--- config.mk ---
export PLATFORM = sky130hd
export DESIGN_NAME = uart_rx
export DESIGN_NICKNAME = d
export VERILOG_FILES = /design/src/rtl/uart_rx.sv
export SDC_FILE = /design/constraint.sdc
export NUM_CORES = 1
export LEC_CHECK = 0
export CORE_ASPECT_RATIO = 0.7
export CORE_UTILIZATION = 35
export DETAILED_ROUTE_END_ITERATION = 10
export PLACE_DENSITY = 0.5
export SYNTH_ARGS = -nofsm -noshare
export SYNTH_HDL_FRONTEND = slang
export SYNTH_SLANG_ARGS = --single-unit
--- constraint.sdc ---
create_clock -name clk -period 2.5 [get_ports clk]
set_clock_uncertainty 0.1 [all_clocks]
set_input_delay 0.375 -clock clk [delete_from_list [all_inputs] [get_ports clk]]
set_output_delay 0.375 -clock clk [all_outputs]
set_load 0.05 [all_outputs]
--- src/rtl/uart_rx.sv ---
// -----------------------------------------------------------------------------
// uart_rx - 8N1 asynchronous serial receiver
//
// Frame format: 1 start bit (0), 8 data bits LSB first, no parity, 1 stop
// bit (1). Bit timing comes from a clk-cycle counter. The counter counts
// CLKS_PER_BIT = CLOCK_FREQ / BAUD_RATE cycles per bit. The start bit is
// re-checked at its midpoint, which is HALF_BIT cycles after the falling edge.
// Each later sample is taken one full bit period after the previous one, so
// every sample lands near the middle of its bit.
//
// Parameters:
//   BAUD_RATE   serial bit rate in bits/s (default 9600)
//   CLOCK_FREQ  clk frequency in Hz      (default 38400000)
//   CLKS_PER_BIT must come out >= 4.
//
// Ports:
//   clk        in   system clock, rising edge
//   rst        in   asynchronous active-low reset (release synchronous to clk)
//   rx         in   serial line, asynchronous to clk, idle high
//   data[7:0]  out  last correctly framed byte, held between frames
//   valid      out  one-cycle pulse when data is updated
//   frame_err  out  one-cycle pulse on a stop-bit sample of 0
//                   (present only when UART_RX_FRAME_ERR_EN is defined)
//
// Optional feature macro: UART_RX_FRAME_ERR_EN
//   Defined:   adds frame_err.
//   Undefined: the frame_err port is absent, and frames with a bad stop bit
//              are dropped without any indication.
// -----------------------------------------------------------------------------
module uart_rx #(
  parameter int BAUD_RATE  = 9600,
  parameter int CLOCK_FREQ = 38400000
) (
  input  logic       clk,
  input  logic       rst,
  input  logic       rx,
  output logic [7:0] data,
  output logic       valid
`ifdef UART_RX_FRAME_ERR_EN
  ,
  output logic       frame_err
`endif
);

  localparam int CLKS_PER_BIT = CLOCK_FREQ / BAUD_RATE;
  localparam int HALF_BIT     = CLKS_PER_BIT / 2;
  localparam int CNT_W        = $clog2(CLKS_PER_BIT);

  localparam logic [CNT_W-1:0] HALF_LAST = CNT_W'(HALF_BIT - 1);
  localparam logic [CNT_W-1:0] BIT_LAST  = CNT_W'(CLKS_PER_BIT - 1);

  typedef enum logic [1:0] {
    S_IDLE  = 2'd0,
    S_START = 2'd1,
    S_DATA  = 2'd2,
    S_STOP  = 2'd3
  } state_e;

  state_e           state_q, state_d;
  logic             rx_meta_q, rx_s_q, rx_prev_q;
  logic [CNT_W-1:0] cnt_q, cnt_d;
  logic [2:0]       bit_idx_q, bit_idx_d;
  logic [7:0]       shift_q, shift_d;
  logic [7:0]       data_q, data_d;
  logic             valid_q, valid_d;
`ifdef UART_RX_FRAME_ERR_EN
  logic             frame_err_q, frame_err_d;
`endif

  logic start_edge;
  logic half_done;
  logic bit_done;

  // A falling edge of the synchronised line starts a frame. A line held low
  // (for example a break) never produces another edge, so it cannot retrigger.
  assign start_edge = rx_prev_q & ~rx_s_q;
  assign half_done  = (cnt_q == HALF_LAST);
  assign bit_done   = (cnt_q == BIT_LAST);

  // ---------------------------------------------------------------------------
  // Input synchroniser and previous-sample register. All of these reset to 1,
  // which is the idle line level.
  // ---------------------------------------------------------------------------
  always_ff @(posedge clk or negedge rst) begin
    if (!rst) begin
      rx_meta_q <= 1'b1;
      rx_s_q    <= 1'b1;
      rx_prev_q <= 1'b1;
    end else begin
      rx_meta_q <= rx;
      rx_s_q    <= rx_meta_q;
      rx_prev_q <= rx_s_q;
    end
  end

  // ---------------------------------------------------------------------------
  // FSM: state register
  // ---------------------------------------------------------------------------
  always_ff @(posedge clk or negedge rst) begin
    if (!rst) begin
      state_q <= S_IDLE;
    end else begin
      state_q <= state_d;
    end
  end

  // ---------------------------------------------------------------------------
  // FSM: next-state logic
  // ---------------------------------------------------------------------------
  always_comb begin
    state_d = state_q;
    case (state_q)
      S_IDLE: begin
        if (start_edge) begin
          state_d = S_START;
        end
      end
      S_START: begin
        // Mid-start-bit check. If the line is already high again, the low
        // pulse was a glitch and the receiver goes back to IDLE.
        if (half_done) begin
          state_d = rx_s_q ? S_IDLE : S_DATA;
        end
      end
      S_DATA: begin
        if (bit_done && (bit_idx_q == 3'd7)) begin
          state_d = S_STOP;
        end
      end
      S_STOP: begin
        if (bit_done) begin
          state_d = S_IDLE;
        end
      end
      default: state_d = S_IDLE;
    endcase
  end

  // ---------------------------------------------------------------------------
  // FSM: output / datapath next-state logic
  // ---------------------------------------------------------------------------
  always_comb begin
    cnt_d     = cnt_q;
    bit_idx_d = bit_idx_q;
    shift_d   = shift_q;
    data_d    = data_q;
    valid_d   = 1'b0;
`ifdef UART_RX_FRAME_ERR_EN
    frame_err_d = 1'b0;
`endif

    // The counter restarts on every state change. Within a state it counts
    // freely, except in IDLE where it stays at 0.
    if (state_d != state_q) begin
      cnt_d = '0;
    end else if (state_q != S_IDLE) begin
      cnt_d = cnt_q + 1'b1;
    end

    case (state_q)
      S_START: begin
        bit_idx_d = '0;
      end
      S_DATA: begin
        if (bit_done) begin
          shift_d[bit_idx_q] = rx_s_q;
          bit_idx_d          = bit_idx_q + 3'd1;
          cnt_d              = '0;
        end
      end
      S_STOP: begin
        if (bit_done) begin
          if (rx_s_q) begin
            data_d  = shift_q;
            valid_d = 1'b1;
          end else begin
`ifdef UART_RX_FRAME_ERR_EN
            frame_err_d = 1'b1;
`endif
          end
        end
      end
      default: ;
    endcase
  end

  // ---------------------------------------------------------------------------
  // Datapath registers
  // ---------------------------------------------------------------------------
  always_ff @(posedge clk or negedge rst) begin
    if (!rst) begin
      cnt_q     <= '0;
      bit_idx_q <= '0;
      shift_q   <= '0;
      data_q    <= 8'h00;
      valid_q   <= 1'b0;
    end else begin
      cnt_q     <= cnt_d;
      bit_idx_q <= bit_idx_d;
      shift_q   <= shift_d;
      data_q    <= data_d;
      valid_q   <= valid_d;
    end
  end

`ifdef UART_RX_FRAME_ERR_EN
  always_ff @(posedge clk or negedge rst) begin
    if (!rst) begin
      frame_err_q <= 1'b0;
    end else begin
      frame_err_q <= frame_err_d;
    end
  end

  assign frame_err = frame_err_q;
`endif

  assign data  = data_q;
  assign valid = valid_q;

endmodule

==> out/results.ini <==
[outcome]
status=finished clean

[worst_setup_path]
reg2reg_from=cnt_q[0]$_DFF_PN0_
crit_fanout=8
crit_path_start_kind=flip-flop
r2r_slack_ps=220
crit_arrival_ps=2360
worstRegToRegCells=5
worstPathRequired_ps=2570
cp-end-kind=flip-flop
reg2reg_to=data[4]$_DFFE_PN0P_
crit_type=reg2reg

[timing]
min_period_ps=2280
fin_setup_tns_ps=0
grt_setup_unrepaired=no
slew_viol_final=0
hold_viol=0
tightest_slew_ps=828
holdWs_ps=80.8
setup_viol=0
fmax_ghz=0.438
fin_crit_sh=0.913
layout_setup_ws_ps=218
slew_headroom=0.448

[flow_run]
maxCapViolations=0

[power_and_ir_drop]
clock_power_share=0.362
peakVddDrop_mv=0.350
power_switching_uw=419
pwr-share-comb=0.142
p_per_area_nw_per_um2=697
intPower_mw=1.07
power_leakage_nw=0.915
switching_share=0.282
seqPwrFrac=0.496

[synth]
synth.top_cells.by_area=dfrtp_1 46%, mux2_2 9.2%, dfstp_2 4.3%
syn-instance-count=163
yosys.area.top_type=dfrtp_1
synth_edf_count=0
synth_seq_cells=37
synthFlopType=dfrtp_1
yosys_warnings=0
syn_area_um2=1840
async_flop_share=1.00
syn_nets=169
ys_types=41
synth.top_cell.area_share=0.463
avgSynthCellArea_um2=11.3
ys_seq_area_frac=0.506

[grt]
first_global_vias=1278
grt_max_degree=38
grt_pass1_wl_mm=6.51
track_usage=0.157
antenna_found_initial=0
grt_overflow=0

[clocking]
clkLatencyLatePin_ps=290
cts_hold_buf=0
cts_resized=0
cts_root_buf=clkbuf_8
cts_num_sinks=37
cts_tree=built
cts_htree_levels=2
post_cts.repair.setup_buffers=0
cts_buffers=5
path_clk_slew_ps=80
clk_path_buf_depth=2

[floorplan]
dieArea_um2=5550
die_w_um=88.6
io_pins=12
dieHeight_um=62.6
start_util=0.374
rows=21
core_um2=4910

[place]
io_buffers=11
place_ws_ps=237
dp_hpwl_mm=2.68
finalWeightedCongestion=0.806

[finish]
fillers=486
multi_input_area_um2=863
fin_nets=183
register_area_um2=930
drive_gt1_frac=0.225
antenna_cells=0
fin_util=0.434
synthToLayoutAreaGrowth_pct=16.2

[drt]
viasPerCell=5.30
drt_iter0_drc=127
postRouteAntennaNets=0
drc=0
wl_mm=3.72
routedWlPerCell_um=15.1
dr_total_vias=1308
dr.pass1.iters=4

[min_path]
hold_path.class=in2async

[kinds of logic (layout without fill, tap and decap cells)]
| logic type | count (synthesis) | after routing | share of synthesized area |
|---|---|---|---|
| simple gates | 75 | 75 | 0.255 |
| buf+inv | 9 | 24 | 0.0238 |
| flops | 37 | 37 | 0.506 |
| xor+xnor | 11 | 11 | 0.0525 |
| fa+ha+maj | 3 | 3 | 0.0204 |
| mux | 16 | 16 | 0.0981 |
| compound gates | 12 | 12 | 0.0436 |
[per-layer routing]
metal  vias to the layer above  GRT usage  wire length (um)
met3                         2     0.0436               151
met4                         0     0.0423                12
met2                        31      0.213              1590
met1                       654      0.242              1970
met5                         -          0                 0
li1                        621          -                 -
[sequential cells by signal, indices dropped and copies added (netlist names)]
signal / flops
bit_idx_q: 3
cnt_q: 12
data: 8
rx_meta_q: 1
rx_prev_q: 1
rx_s_q: 1
shift_q: 8
state_q: 2
valid: 1
[per-stage QoR]
stage	instance area [um2]	total power [mW]	cells
4_1_cts	2130	1.51	247
2_1_floorplan	1840	0.887	163
5_1_grt	2130	1.58	247
3_5_place_dp	2010	0.956	239
6_report	2130	1.49	247
3_3_place_gp	2010	0.950	239
[power groups by stage]
| stage | sequential, mW | clock (mW) | combinational [mW] |
|---|---|---|---|
| after global routing | 0.745 | 0.593 | 0.240 |
| after detailed placement | 0.745 | 0 | 0.211 |
| after floorplan | 0.717 | 0 | 0.170 |
| final | 0.738 | 0.539 | 0.211 |
| after global placement | 0.743 | 0 | 0.206 |
| after CTS | 0.736 | 0.558 | 0.212 |
[how the worst max path moves through the flow]
stage,from,end,cells after the start,slack (ps)
4_1_cts,cnt_q[0]$_DFF_PN0_,data[5]$_DFFE_PN0P_,5,220
2_1_floorplan,cnt_q[0]$_DFF_PN0_,data[0]$_DFFE_PN0P_,6,530
3_5_place_dp,cnt_q[0]$_DFF_PN0_,data[1]$_DFFE_PN0P_,5,240
6_report,cnt_q[0]$_DFF_PN0_,data[4]$_DFFE_PN0P_,5,220
5_1_grt,cnt_q[0]$_DFF_PN0_,data[4]$_DFFE_PN0P_,5,70
3_3_place_gp,cnt_q[0]$_DFF_PN0_,data[5]$_DFFE_PN0P_,5,280
[worst max-delay path, stage by stage, from the launching register on]
cell,delay (ps)
dfrtp_1,390
ha_1,280
nand3b_1,180
nor4_1,370
and3_1,470
mux2_2,380
[area by class of cell]
type | count | share of cell area
sequential | 37 | 0.436
timing repair buffer | 14 | 0.0598
multi-input combinational | 117 | 0.404
tap | 69 | 0.0404
inverter | 2 | 0.00352
clock buffer | 6 | 0.0387
clock inverter | 2 | 0.0176
[cells in the final DEF (no fill, tap or decap), types with 2 or more instances in the layout]
master            n
nor2b_1           2
nor2_1           11
dfstp_2           3
nand3_1          13
nor4_1            2
nand4bb_1         2
buf_4             3
ha_1              3
inv_1             2
clkbuf_8          6
nand4_1           3
xnor2_1           4
a21oi_1           3
o21ai_0           3
xor2_1            7
dfrtp_1          34
clkdlybuf4s50_1  10
nand2_1          10
nor3_1            5
or4_4             2
or3_1             2
nand3b_1          8
mux2_2           15
nand4b_1          2
and3_1            2
nor4_2            3
[cells in the mapped netlist (all sizes together), types with 2 or more instances]
master   instances
or4              3
inv              2
nand3b           9
nand4bb          2
xor2             7
ha               3
nand4b           2
dfstp            3
and3             2
nor3             5
nor2            11
nor2b            2
nand3           14
nor4             5
buf              4
mux2            16
xnor2            4
nand4            3
a21oi            3
or3              2
dfrtp           34
clkbuf           3
nand2           10
o21ai            4
Power figures use the tool's default switching activity.
